==> config.mk <==
export PLATFORM = sky130hd
export DESIGN_NAME = ds_slave_bit
export DESIGN_NICKNAME = d
export VERILOG_FILES = /design/src/rtl/ds_slave_bit.sv
export SDC_FILE = /design/constraint.sdc
export NUM_CORES = 1
export LEC_CHECK = 0
export ABC_AREA = 1
export BUFFER_PORTS_ARGS = -buffer_cell sky130_fd_sc_hd__buf_2
export CELL_PAD_IN_SITES_DETAIL_PLACEMENT = 1
export CELL_PAD_IN_SITES_GLOBAL_PLACEMENT = 1
export CORE_MARGIN = 8
export CORE_UTILIZATION = 45
export DETAILED_ROUTE_END_ITERATION = 6
export GPL_ROUTABILITY_DRIVEN = 0
export GPL_TIMING_DRIVEN = 0
export PLACE_DENSITY_LB_ADDON = 0.1
export SYNTH_ARGS = -nofsm -noshare
export SYNTH_HDL_FRONTEND = slang
export SYNTH_SLANG_ARGS = --single-unit
==> constraint.sdc <==
create_clock -name clk -period 5.6 [get_ports clk]
set_input_delay 0.56 -clock clk [delete_from_list [all_inputs] [get_ports clk]]
set_output_delay 0.56 -clock clk [all_outputs]
set_load 0.01 [all_outputs]
==> src/rtl/ds_slave_bit.sv <==
// ---------------------------------------------------------------------------
// ds_slave_bit
//   Bit-level 1-Wire responder (device side of the 18B20 bus protocol).
//   Watches the open-drain dq line and does the following:
//   - Classifies each master low pulse as a write/read slot or as a bus reset.
//   - Answers a reset with a presence pulse.
//   - Samples every slot at 30 us.
//   - Holds the line low for 30 us when an armed 0 is to be returned.
//
// Ports
//   clk        system clock (25 MHz nominal)
//   rst        synchronous active-high reset
//   dq_in      raw pad level, asynchronous to clk
//   tx_vld     tx_data is armed for the next slot (sampled at slot start only)
//   tx_data    bit to return in the next read slot
//   tx_ack     1-cycle pulse: armed bit consumed by a completed slot
//   rdata      bit sampled in the last slot
//   rdata_vld  1-cycle pulse qualifying rdata
//   rst_det    1-cycle pulse when a low has lasted long enough to be a reset
//   pres_done  1-cycle pulse at the end of the presence pulse
//   dq_out     constant 0 (open-drain low level)
//   dq_out_en  1 = pull the bus low
//   busy       responder is not idle
// ---------------------------------------------------------------------------
module ds_slave_bit #(
  parameter int CNT_1US       = 25,
  parameter int CNT_SAMPLE    = 30 * CNT_1US,
  parameter int CNT_HOLD      = 30 * CNT_1US,
  parameter int CNT_SLOT      = 60 * CNT_1US,
  parameter int CNT_RST_MIN   = 480 * CNT_1US,
  parameter int CNT_PRES_WAIT = 30 * CNT_1US,
  parameter int CNT_PRES_LEN  = 120 * CNT_1US
) (
  input  logic clk,
  input  logic rst,
  input  logic dq_in,
  input  logic tx_vld,
  input  logic tx_data,
  output logic tx_ack,
  output logic rdata,
  output logic rdata_vld,
  output logic rst_det,
  output logic pres_done,
  output logic dq_out,
  output logic dq_out_en,
  output logic busy
);

  localparam int SYNC_STAGES = 2;

  // Terminal counts, pre-sized to the 15-bit counter.
  localparam logic [14:0] SAMPLE_M1 = 15'(CNT_SAMPLE - 1);
  localparam logic [14:0] HOLD_LEN  = 15'(CNT_HOLD);
  localparam logic [14:0] SLOT_M1   = 15'(CNT_SLOT - 1);
  localparam logic [14:0] RST_M1    = 15'(CNT_RST_MIN - 1);
  localparam logic [14:0] PWAIT_M1  = 15'(CNT_PRES_WAIT - 1);
  localparam logic [14:0] PLEN_M1   = 15'(CNT_PRES_LEN - 1);

  typedef enum logic [2:0] {
    IDLE,
    SLOT,
    RST_LOW,
    PRES_WAIT,
    PRES,
    RECOVER
  } state_t;

  state_t      state_q, state_d;
  logic [14:0] cnt_q, cnt_d, cnt_inc;
  logic        arm_vld_q, arm_vld_d;
  logic        arm_bit_q, arm_bit_d;
  logic        rdata_q, rdata_d;
  logic        rdata_vld_q, rdata_vld_d;
  logic        tx_ack_q, tx_ack_d;
  logic        rst_det_q, rst_det_d;
  logic        pres_done_q, pres_done_d;
  logic        dq_out_en_q, dq_out_en_d;
  logic        dq_prev_q;

  logic [SYNC_STAGES-1:0] sync_q, sync_d;
  logic                   dq_s;
  logic                   fell;

  // Synchronizer chain for the asynchronous pad level. Stage 0 takes the
  // pad and each later stage takes the one before it.
  for (genvar gi = 0; gi < SYNC_STAGES; gi++) begin : g_sync
    if (gi == 0) begin : g_first
      assign sync_d[gi] = dq_in;
    end else begin : g_next
      assign sync_d[gi] = sync_q[gi-1];
    end
  end

  assign dq_s = sync_q[SYNC_STAGES-1];
  assign fell = dq_prev_q & ~dq_s;

  // The counter sticks at the reset threshold. A long low therefore cannot
  // wrap around and be misread as a short slot.
  assign cnt_inc = (cnt_q == RST_M1) ? cnt_q : cnt_q + 15'd1;

  always_comb begin
    state_d     = state_q;
    cnt_d       = cnt_inc;
    arm_vld_d   = arm_vld_q;
    arm_bit_d   = arm_bit_q;
    rdata_d     = rdata_q;
    rdata_vld_d = 1'b0;
    tx_ack_d    = 1'b0;
    rst_det_d   = 1'b0;
    pres_done_d = 1'b0;

    case (state_q)
      IDLE: begin
        cnt_d = '0;
        if (fell) begin
          state_d   = SLOT;
          arm_vld_d = tx_vld;
          arm_bit_d = tx_data;
        end
      end

      SLOT: begin
        if (cnt_q == SAMPLE_M1) begin
          rdata_d     = dq_s;
          rdata_vld_d = 1'b1;
        end
        // A slot only ends once the minimum slot time has elapsed. Early
        // highs and new edges before then are absorbed into this slot.
        if (cnt_q >= SLOT_M1 && dq_s) begin
          state_d   = IDLE;
          cnt_d     = '0;
          tx_ack_d  = arm_vld_q;
          arm_vld_d = 1'b0;
        end else if (cnt_q == RST_M1 && !dq_s) begin
          state_d   = RST_LOW;
          cnt_d     = '0;
          rst_det_d = 1'b1;
          arm_vld_d = 1'b0;
        end
      end

      RST_LOW: begin
        cnt_d = '0;
        if (dq_s) begin
          state_d = PRES_WAIT;
        end
      end

      PRES_WAIT: begin
        if (fell) begin
          // The master re-issued a reset before presence. Treat it as a fresh
          // low, with no bit to return.
          state_d   = SLOT;
          cnt_d     = '0;
          arm_vld_d = 1'b0;
        end else if (cnt_q == PWAIT_M1) begin
          state_d = PRES;
          cnt_d   = '0;
        end
      end

      PRES: begin
        if (cnt_q == PLEN_M1) begin
          state_d     = RECOVER;
          cnt_d       = '0;
          pres_done_d = 1'b1;
        end
      end

      RECOVER: begin
        // Our own presence low is still draining through the synchronizer.
        // Wait for the line to read high, unless the master is holding it
        // low long enough to be a reset.
        if (dq_s) begin
          state_d = IDLE;
          cnt_d   = '0;
        end else if (cnt_q == RST_M1) begin
          state_d   = RST_LOW;
          cnt_d     = '0;
          rst_det_d = 1'b1;
        end
      end

      default: begin
        state_d   = IDLE;
        cnt_d     = '0;
        arm_vld_d = 1'b0;
      end
    endcase

    // The drive is decoded from the next state. This way the pad register
    // switches on the same edge as the state/counter it belongs to.
    dq_out_en_d = (state_d == PRES) ||
                  (state_d == SLOT && arm_vld_d && !arm_bit_d && cnt_d < HOLD_LEN);
  end

  always_ff @(posedge clk) begin
    if (rst) begin
      sync_q      <= '1;
      dq_prev_q   <= 1'b1;
      state_q     <= IDLE;
      cnt_q       <= '0;
      arm_vld_q   <= 1'b0;
      arm_bit_q   <= 1'b0;
      rdata_q     <= 1'b0;
      rdata_vld_q <= 1'b0;
      tx_ack_q    <= 1'b0;
      rst_det_q   <= 1'b0;
      pres_done_q <= 1'b0;
      dq_out_en_q <= 1'b0;
    end else begin
      sync_q      <= sync_d;
      dq_prev_q   <= dq_s;
      state_q     <= state_d;
      cnt_q       <= cnt_d;
      arm_vld_q   <= arm_vld_d;
      arm_bit_q   <= arm_bit_d;
      rdata_q     <= rdata_d;
      rdata_vld_q <= rdata_vld_d;
      tx_ack_q    <= tx_ack_d;
      rst_det_q   <= rst_det_d;
      pres_done_q <= pres_done_d;
      dq_out_en_q <= dq_out_en_d;
    end
  end

  assign tx_ack    = tx_ack_q;
  assign rdata     = rdata_q;
  assign rdata_vld = rdata_vld_q;
  assign rst_det   = rst_det_q;
  assign pres_done = pres_done_q;
  assign dq_out    = 1'b0;
  assign dq_out_en = dq_out_en_q;
  assign busy      = (state_q != IDLE);

endmodule

Word-level counts from Yosys, hierarchy flattened
Index checks and enable logic that the tools add are counted.
{"block": "totals", "out_inout_bits": 8, "inputBits": 5, "wordCells": 78, "regBits": 29}
{"block": "op_classes", "n_mux": 33, "bitwise_logic": 5, "n_addsub": 1, "reduce_logical": 15, "n_lt_le_gt_ge": 2, "eq_ne": 10}
{"op": "2-to-1 mux 15 bit", "count": 8}
{"op": "one-hot mux 15 bit (4 select lines)", "count": 1}
{"op": "2-to-1 mux 3 bit", "count": 9}
{"op": "one-hot mux 3 bit (6 select lines)", "count": 1}
{"op": "adder 15 x 1 -> 15 bit, second input constant", "count": 1}
{"op": "== test 15 x 10 -> 1 bit, second input constant", "count": 1}
{"op": "== test 15 x 12 -> 1 bit, second input constant", "count": 1}
{"op": "== test 15 x 14 -> 1 bit, second input constant", "count": 1}
{"op": ">= comparator 15 x 11 -> 1 bit, second input constant", "count": 1}
{"op": "< comparator 15 x 10 -> 1 bit, second input constant", "count": 1}
{"op": "2-to-1 mux 1 bit", "count": 12}
{"op": "== test 3 bit, second input constant", "count": 3}
{"op": "== test 3 x 1 -> 1 bit, second input constant", "count": 2}
{"op": "== test 3 x 2 -> 1 bit, second input constant", "count": 2}
{"op": "OR reduction 3 bit", "count": 2}
{"op": "logical AND 1 bit", "count": 5}
{"op": "inverter 1 bit", "count": 4}
{"op": "one-hot mux 1 bit (4 select lines)", "count": 1}
{"op": "OR reduction 2 bit", "count": 2}
{"op": "zero test 3 bit", "count": 1}
{"op": "nonzero test 3 bit", "count": 1}
{"op": "zero test 1 bit", "count": 2}
{"op": "one-hot mux 1 bit (2 select lines)", "count": 1}
{"op": "AND reduction 2 bit", "count": 1}
{"op": "2 further kinds", "count": 2}

Logic depth before layout (Yosys ltp)
Gate-level depths: netlist of run 1.
{"block": "depth", "word_depth": 10, "depth_mapped": 16, "depth_no_buf": 16}

Worst setup path after synthesis of run 1
OpenSTA, ideal clock, no wires.
{"block": "synth_path", "kind": "reg2reg", "start": "reg cnt_q[0]", "end": "reg dq_out_en_q, in the netlist dq_out_en", "t_arrival_ns": 1.732, "path_slack_ns": 3.801, "required_time_ns": 5.533, "n_path_buf": 1, "period_less_slack_ns": 1.799, "path_stages_with_launch": 15, "setup_time_ns": 0.067, "cell_sequence": "dfxtp_1 > ha_1 > nand3_2 > nor2_4 > nand2_4 > nand2_2 > nand2_2 > nor2_4 > nand2_2 > buf_6 > nand4_1 > nand2_1 > nor2_1 > nand2_1 > a21oi_2"}
{"block": "synth_via", "elab_chain_cells": 10, "word_cells_on_any_way": 34, "classes_between": "add/sub (1); order compare (2); eq/ne (5); mux (20); reduce/logical (6)"}
{"item": "start: declaration", "line_no": "69", "text": "logic [14:0] cnt_q, cnt_d, cnt_inc;"}
{"item": "start signal: assignment", "line_no": "215", "text": "cnt_q <= cnt_d;"}
{"item": "branches (longest 9 deep; another with adder 15 x 1 -> 15 bit)"}
{"item": "logical OR 1 bit *", "line_no": "193", "text": "dq_out_en_d = (state_d == PRES) ||"}
{"item": "end signal: assignment", "line_no": "223", "text": "dq_out_en_q <= dq_out_en_d;"}
{"item": "end: declaration", "line_no": "77", "text": "logic dq_out_en_q, dq_out_en_d;"}
Mark *: on every way between the ends.
A chain may end at the register's enable or synchronous reset.

Worst setup path in the final report of run 1
Same ends and word-level chain as after synthesis.

==> run summary, run 1 <==
PwrDens -> 195 mW/mm2
H-tree depth -> 2
ANT nets after route -> 0
f_max -> 438 MHz
Yosys cell types -> 31
Syn. warnings -> 0
post-DP HPWL -> 4440 um
Adder-Cell Fraction of Synth Area -> 1.99%
number of global-route vias before repair -> 1954
Mapped Nets -> 309
Initial Utilization -> 46.8%
clk sinks -> 29
Synth Area in Compound Gates -> 6.17%
I/O Pins -> 13
internal power -> 0.000301 W
post-CTS resize count -> 0
Mapped Avg Cell Area -> 6.26 um2
reg2reg end -> dq_out_en
vias per cell -> 5.30
RR Startpoint -> cnt_q[0]
Final nets -> 326
Worst Setup EP -> dq_out_en
Max IR drop VDD -> 0.0956 mV
Comb pwr share -> 5.8%
Multi-input gate area -> 0.00111 mm2
P&R area growth vs syn -> 10.6%
Clock Latency Late Sink -> 290 ps
CTS tree -> built
setup total negative slack -> 0 ps
CP Class -> register to register
first-pass GRT wire length -> 9370 um
number of flops mapped to enable cells by yosys -> 0
minimum clock period -> 2280 ps
register area -> 581 um2
Final Max Tran Viols -> 0
hold_sp -> sync_q[0]
post-synthesis xor/xnor area fraction -> 2.79%
CP max FO -> 10
gr ovfl total -> 0
Critical Path AT -> 2500 ps
crit end category -> register
setup ws final -> 3320 ps
final hold viol count -> 0
Worst Path Required -> 5820 ps
share of cells above drive strength 1 -> 14.7%
Clk pwr share -> 42.4%
Die Height -> 80.7 um
FF+latch count, synth -> 29
# setup viols final -> 0
critical path launch point -> cnt_q[0]
DRC Markers -> 0
initial antenna violation count -> 0
Seq/Total Area, Yosys -> 30.8%
commonest cells after routing, fill and taps aside -> 73 x nand2_1, 48 x nor2_1, 41 x inv_1
largest area contributor in the netlist -> dfxtp_1
drt pass-1 iters -> 4
Die X -> 80.7 um
mapped cell area -> 0.00189 mm2
Synth Flop Type -> dfxtp_1
die area -> 0.00652 mm2
port bufs -> 10
Post-Synth Simple-Gate Area -> 47.7%
Leak Pwr -> 0.970 nW
max-cap violations -> 0
Worst-Margin Slew -> 537 ps
CTS Buffer Depth -> 2
RSZ-0062 raised after global routing -> no
drt wl/cell -> 14.8 um
CTS Buf Count -> 5
Async S/R FF share, synth -> 0%
largest net degree at the start of global routing -> 11
pre-CTS WS -> 3320 ps
FP Rows -> 23
Post-CTS Setup Repair Bufs -> 0
Hold Path Class -> register to register
final WL -> 5460 um
Reg2Reg Setup Slack -> 3320 ps
most common cell after layout, fill and taps aside -> nand2_1
clock skew -> 4.08 ps
status -> finished clean
clk slew on worst S/H paths -> 70 ps
# diodes -> 0
largest family of logic cells by synthesized area -> simple AND/OR/NAND/NOR gates
Fill cells -> 569
worst stage delay on the critical path -> 390 ps
Core Area -> 0.00403 mm2
Max-slew headroom -> 64.2%
Critical Path, Cell by Cell -> ha_1 > nand2_1 > nor3_1 > nand2_1 > nand2_2 > nand2_2 > nor2_4 > nand2_2 > buf_6 > o31ai_2 > nand2_1 > nor2_1 > nand2_1 > a21oi_2
post-synth top area share -> 30.8%
hold_buf cts -> 0
CP max stage cell -> dfxtp_1
DR vias -> 1955
Area contributors post-synth -> dfxtp_1 31%, nand2_1 15%, nor2_1 9.6%
CP Launch Type -> register
Root Buffer -> clkbuf_8
total track usage -> 18.4%
Initial DRC Count -> 89
Seq pwr share -> 51.7%
Syn Inst Count -> 301
Power Total -> 0.000406 W
Final period util -> 40.7%
Net Sw Frac -> 25.8%
CP most frequent cell -> nand2_1
mux share of post-synthesis cell area -> 0%
FF-to-FF path depth -> 14
Sw Pwr -> 0.000105 W
per-layer routing:
metal	vias to the layer above	part of all wire [%]	GRT usage (%)
li1	991	-	-
met1	928	50	25.3
met2	28	45	28.2
met3	8	4.1	3.86
met4	0	1.4	5.36
met5	-	0	0
cells in the mapped netlist, drive strengths merged, types with 2 or more instances:
| master | count |
|---|---|
| xnor2 | 2 |
| nand2 | 82 |
| nand4 | 11 |
| nor3 | 10 |
| a21oi | 10 |
| inv | 45 |
| nand3b | 2 |
| ha | 3 |
| nand3 | 32 |
| dfxtp | 29 |
| nor2 | 54 |
| or2 | 2 |
| xor2 | 4 |
| o21ai | 6 |
| buf | 3 |
cells by family (layout without fill, tap and decap cells):
kind of cell / count (synthesis) / after routing
AND/OR/NAND/NOR: 193 / 193
buffers and inverters: 49 / 67
flip-flops: 29 / 29
AO/OA/AOI/OAI: 20 / 20
XOR/XNOR: 6 / 6
adder cells (fa/ha/maj): 3 / 3
other: 1 / 1
flip-flops by register name, indices dropped and copies added (netlist names):
| signal | count |
|---|---|
| cnt_q | 15 |
| state_q | 3 |
| sync_q | 2 |
| arm_bit_q | 1 |
| arm_vld_q | 1 |
| dq_out_en | 1 |
| dq_prev_q | 1 |
| pres_done | 1 |
| rdata | 1 |
| rdata_vld | 1 |
| rst_det | 1 |
| tx_ack | 1 |
critical path: cells and delay by family (launching register included):
kind / cells / cell delay, ps
AOI/OAI and AO/OA: 2 / 160
adders and majority gates: 1 / 300
DFF: 1 / 390
buffers and inverters: 1 / 150
and+or+nand+nor: 10 / 1200
power by group through the flow:
stage / clock, W / combinational [W] / sequential, W
after floorplan: 0 / 0.0000167 / 0.000214
after global placement: 0 / 0.0000233 / 0.000215
after detailed placement: 0 / 0.0000239 / 0.000215
after CTS: 0.000177 / 0.0000240 / 0.000210
after global routing: 0.000184 / 0.0000268 / 0.000210
final: 0.000172 / 0.0000237 / 0.000210
per-stage QoR:
stage | area (um2) | std cells | utilization (%) | hold WS (ps)
after floorplan | 1890 | 301 | - | 389
after global placement | 2000 | 361 | 49.6 | 392
after detailed placement | 2000 | 361 | 49.6 | 409
after CTS | 2080 | 369 | 51.7 | 425
after global routing | 2080 | 369 | 51.7 | 428
final | 2080 | 369 | 51.7 | 417
worst min-delay path by stage:
stage	to	cells past startpoint
6_report	sync_q[1]	1
5_1_grt	sync_q[1]	1
4_1_cts	sync_q[1]	1
3_5_place_dp	sync_q[1]	1
3_3_place_gp	sync_q[1]	1
2_1_floorplan	sync_q[1]	1
area by class of cell:
class | instances | share of cell area [%]
repair buffers | 10 | 2.40
flip-flops and latches | 29 | 27.9
clock inverters | 3 | 0.840
well taps | 50 | 3.00
clock buffers | 5 | 3.30
multi-input cells | 223 | 53.2
plain buffers | 4 | 1.26
inverters | 45 | 8.10
No activity file was read; power rests on OpenSTA's default activity.
==> run 2, diff against run 1 <==
- CORE_UTILIZATION: 45 -> 42
- clock period: 5.6 -> 2.3 ns (I/O delays scaled with it)
==> run 2 against run 1 <==
Compared with the run above: clock power grew to 2.8 times the previous value; non-clock buffer count unchanged; final cell count increased by 0.54%; sequential share of layout area fell by 0.57 points.
==> run summary, run 2 (synthesis gave the netlist of run 1 again) <==
status -> finished clean
CP Class -> register to register
setup ws final -> 145 ps
# diodes -> 0
port bufs -> 10
clk sinks -> 29
pre-CTS WS -> 73.3 ps
largest net degree at the start of global routing -> 11
Critical Path, Cell by Cell -> ha_4 > nand3_2 > nor2_4 > nand2_4 > nand2_2 > nand2_2 > nor2_4 > nand2_2 > buf_6 > nand4_1 > nand2_1 > nor2_1 > nand2_1 > a21oi_2
vias per cell -> 5.12
hold_buf cts -> 0
DRC Markers -> 0
Final nets -> 326
top flop regs -> cnt_q (15), state_q (3), sync_q (2)
Comb pwr share -> 5.5%
WP buf/inv -> 1
Worst Path Required -> 2510 ps
Final Max Tran Viols -> 0
Sw Pwr -> 0.000253 W
Hold Path Class -> input port to register
crit end category -> register
Crit path max-delay family -> simple AND/OR/NAND/NOR gates
drt pass-1 iters -> 4
Final period util -> 93.7%
max-cap violations -> 0
design area -> 0.00213 mm2
CTS Buf Count -> 5
Largest Register -> cnt_q
Largest register FFs -> 15
P&R area growth vs syn -> 12.9%
FP Rows -> 24
# setup viols final -> 0
Seq pwr share -> 48.8%
hold_sp -> dq_in
Clk pwr share -> 45.7%
final WL -> 5540 um
final hold viol count -> 0
f_max -> 464 MHz
die area -> 0.00689 mm2
CP Launch Type -> register
Fill cells -> 636
commonest cells after routing, fill and taps aside -> 73 x nand2_1, 48 x nor2_1, 41 x inv_1
gr ovfl total -> 0
CTS Buffer Depth -> 2
minimum clock period -> 2150 ps
Worst-Margin Slew -> 558 ps
clk slew on worst S/H paths -> 70 ps
critical path launch point -> cnt_q[0]
RSZ-0062 raised after global routing -> no
ANT nets after route -> 0
total track usage -> 16.3%
CTS tree -> built
I/O Pins -> 13
Post-CTS Setup Repair Bufs -> 0
Net Sw Frac -> 24.1%
DR vias -> 1901
CP max stage cell -> dfxtp_1
share of cells above drive strength 1 -> 15.7%
Max-slew headroom -> 62.8%
worst stage delay on the critical path -> 430 ps
Root Buffer -> clkbuf_8
Initial DRC Count -> 136
number of global-route vias before repair -> 1906
first-pass GRT wire length -> 9160 um
Core Area -> 0.00435 mm2
post-DP HPWL -> 4290 um
Initial Utilization -> 43.3%
PwrDens -> 493 mW/mm2
Die X -> 83.0 um
internal power -> 0.000796 W
most common cell after layout, fill and taps aside -> nand2_1
H-tree depth -> 2
Max IR drop VDD -> 0.300 mV
RR Startpoint -> cnt_q[0]
clock skew -> 8.28 ps
Leak Pwr -> 0.979 nW
Clock Latency Late Sink -> 290 ps
Die Height -> 83.0 um
CP most frequent cell -> nand2_2
setup total negative slack -> 0 ps
placed inst area -> 0.00200 mm2
initial antenna violation count -> 0
Critical Path AT -> 2360 ps
CP max FO -> 10
drt wl/cell -> 14.9 um
==> run 2: timing repair <==
| action | in CTS | in global routing |
|---|---|---|
| endpoints found under the setup margin | 0 | 1 |
| endpoints found under the hold margin | 0 | 0 |
| resized for setup | 0 | 5 |
==> run 2: final timing paths <==
check | endpoint | cells after the start | slack [ps]
min | sync_q[0] | 2 | 130
max reg2reg | dq_out_en | 14 | 150
min reg2reg | sync_q[1] | 1 | 420
max | dq_out_en | 14 | 150
==> run 2: area by class of cell <==
class / instances / area (um2) / share of cell area, %
Buffer: 4 / 26.3 / 1.23
Tap cell: 52 / 65.1 / 3.06
Multi-Input combinational cell: 223 / 1140 / 53.4
Sequential cell: 29 / 581 / 27.3
Timing Repair Buffer: 10 / 50.0 / 2.35
Clock buffer: 7 / 96.3 / 4.53
Clock inverter: 1 / 5.00 / 0.235
Inverter: 45 / 169 / 7.94
==> run 2: worst register-to-register path: stages, from the launching register on <==
cell     delay (ps)
dfxtp_1         430
ha_4            200
nand3_2         150
nor2_4          210
nand2_4         120
nand2_2         110
nand2_2          70
nor2_4          100
nand2_2          90
buf_6           160
nand4_1          90
nand2_1          60
nor2_1          100
nand2_1          60
a21oi_2         120
==> run 2: power groups by stage <==
stage | Combinational (W) | Sequential [W] | Clock [W]
detailed placement | 0.0000582 | 0.000523 | 0
global route | 0.0000655 | 0.000512 | 0.000513
finish | 0.0000579 | 0.000512 | 0.000479
global placement | 0.0000577 | 0.000523 | 0
CTS | 0.0000585 | 0.000511 | 0.000490
floorplan | 0.0000406 | 0.000522 | 0
==> run 2: metal layers <==
layer | track usage, % | wire [um] | share of wire (%)
met5 | 0 | 0 | 0
met4 | 4.79 | 89 | 1.6
met3 | 4.20 | 236 | 4.3
met2 | 25.2 | 2450 | 44
met1 | 21.4 | 2770 | 50
==> run 2: stage by stage <==
stage / total power, W / hold slack, ps / instances / utilization [%]
after floorplan: 0.000562 / 334 / 301 / -
final: 0.00105 / 130 / 371 / 48.9
after global routing: 0.00109 / 129 / 371 / 48.9
after detailed placement: 0.000581 / 400 / 363 / 45.9
after global placement: 0.000580 / 394 / 363 / 45.9
after CTS: 0.00106 / 126 / 371 / 48.3
==> run 3, diff against run 2 <==
- CORE_MARGIN: 8 -> 2
- CTS_CLUSTER_DIAMETER: unset -> 150
==> run 3 against run 2 <==
Compared with the run above: design area increased by 0.47%; sequential power about the same; utilization increased by 0.23 points; clock-buffer cell count unchanged; flip-flop and latch count unchanged; clock skew decreased by 3.6 ps.
==> run summary, run 3 (synthesis gave the netlist of run 1 again) <==
status -> finished clean
Final Max Tran Viols -> 0
final WL -> 5420 um
internal power -> 0.000796 W
Max IR drop VDD -> 0.475 mV
hold_sp -> dq_in
top flop regs -> cnt_q (15), state_q (3), sync_q (2)
f_max -> 482 MHz
largest net degree at the start of global routing -> 11
PwrDens -> 494 mW/mm2
FP Rows -> 24
ANT nets after route -> 0
share of cells above drive strength 1 -> 16.9%
Root Buffer -> clkbuf_8
clk sinks -> 29
Critical Path AT -> 2290 ps
clock skew -> 4.70 ps
setup total negative slack -> 0 ps
minimum clock period -> 2070 ps
Seq pwr share -> 48.5%
P&R area growth vs syn -> 13.4%
drt pass-1 iters -> 4
CTS tree -> built
CP max FO -> 10
Die X -> 71.0 um
Net Sw Frac -> 24.6%
RSZ-0062 raised after global routing -> no
Critical Path, Cell by Cell -> nand2_2 > inv_2 > nand2_1 > nor2_1 > nand2_1 > nand2_2 > inv_2 > nor2_4 > nand2_2 > buf_6 > nand4_1 > nand2_1 > nor2_1 > nand2_1 > a21oi_2
CTS Buffer Depth -> 2
RR Startpoint -> cnt_q[7]
Worst Hold End -> sync_q[0]
Core Area -> 0.00435 mm2
Initial Utilization -> 43.3%
die area -> 0.00504 mm2
CTS Buf Count -> 5
H-tree depth -> 2
Comb pwr share -> 5.5%
Clk pwr share -> 46.0%
Largest Register -> cnt_q
Worst-Margin Slew -> 526 ps
Reg2Reg Setup Slack -> 230 ps
Cell Count Post-Placement -> 363
DR vias -> 1881
hold_buf cts -> 0
final hold viol count -> 0
CP Class -> register to register
commonest cells after routing, fill and taps aside -> 73 x nand2_1, 48 x nor2_1, 41 x inv_1
CP Launch Type -> register
first-pass GRT wire length -> 9430 um
total track usage -> 24.0%
CP most frequent cell -> nand2_1
Clock Latency Late Sink -> 290 ps
gr ovfl total -> 0
Leak Pwr -> 0.980 nW
clk slew on worst S/H paths -> 70 ps
most common cell after layout, fill and taps aside -> nand2_1
vias per cell -> 5.07
post-DP HPWL -> 4310 um
max-cap violations -> 0
CP max stage cell -> dfxtp_1
worst stage delay on the critical path -> 440 ps
reg2reg end -> dq_out_en
crit end category -> register
fin util -> 49.1%
Post-CTS Setup Repair Bufs -> 0
drt wl/cell -> 14.6 um
Fill cells -> 611
Die Height -> 71.0 um
I/O Pins -> 13
Max-slew headroom -> 64.9%
Initial DRC Count -> 77
non-filler cells, final -> 371
placed inst area -> 0.00200 mm2
hold depth -> 2
Final period util -> 90.2%
FF-to-FF path depth -> 15
setup ws final -> 226 ps
# setup viols final -> 0
initial antenna violation count -> 0
number of global-route vias before repair -> 1985
Largest register FFs -> 15
design area -> 0.00214 mm2
Worst Path Required -> 2520 ps
DRC Markers -> 0
pre-CTS WS -> 93.3 ps
port bufs -> 10
Hold Path Class -> input port to register
Final nets -> 326
# diodes -> 0
Sw Pwr -> 0.000260 W
==> run 3: cell counts in the layout (fill, tap and decap cells not counted) <==
Identical to the previous run, type by type.
==> run 3: cell type report <==
type | instances | area [um2] | share of cell area [%]
multi-input combinational | 223 | 1140 | 53.3
sequential | 29 | 587 | 27.4
inverter | 45 | 169 | 7.90
clock buffer | 7 | 96.3 | 4.51
tap | 52 | 65.1 | 3.04
timing repair buffer | 10 | 50.0 | 2.34
buffer | 4 | 26.3 | 1.23
clock inverter | 1 | 5.00 | 0.234
==> run 3: power groups by stage <==
| stage | Clock [W] | Combinational, W | Sequential (W) |
|---|---|---|---|
| 6_report | 0.000486 | 0.0000578 | 0.000512 |
| 3_5_place_dp | 0 | 0.0000583 | 0.000523 |
| 3_3_place_gp | 0 | 0.0000580 | 0.000523 |
| 5_1_grt | 0.000520 | 0.0000659 | 0.000512 |
| 2_1_floorplan | 0 | 0.0000406 | 0.000522 |
| 4_1_cts | 0.000496 | 0.0000583 | 0.000512 |
==> run 3: worst max path at each step <==
stage	from	to	slack, ps	cells after the start
after floorplan	cnt_q[0]	dq_out_en	500	14
after global placement	cnt_q[0]	dq_out_en	90	14
after detailed placement	cnt_q[0]	dq_out_en	90	13
after CTS	cnt_q[0]	dq_out_en	80	13
after global routing	cnt_q[7]	dq_out_en	10	15
final	cnt_q[7]	dq_out_en	230	15
==> run 3: layer usage <==
| layer | GRT usage (%) | wire (um) |
|---|---|---|
| met5 | 0 | 0 |
| met4 | 6.71 | 40 |
| met3 | 4.27 | 138 |
| met2 | 38.1 | 2400 |
| met1 | 33.7 | 2850 |
==> run 3: worst max-delay path, delay by kind of cell (launching register included) <==
kind,cells,cell delay [ps]
buffers and inverters,3,290
AO/OA/AOI/OAI,1,130
AND/OR/NAND/NOR,11,1130
flip-flops,1,440
==> run 3: metrics by stage <==
step | hold slack (ps) | power, W
floorplan | 334 | 0.000562
global placement | 393 | 0.000581
detailed placement | 411 | 0.000581
CTS | 123 | 0.00107
global route | 121 | 0.00110
finish | 133 | 0.00106
==> run 3: what timing repair did <==
action	in CTS	in global routing
setup endpoints to repair	0	1
gates resized for setup	0	10
hold endpoints to repair	0	0
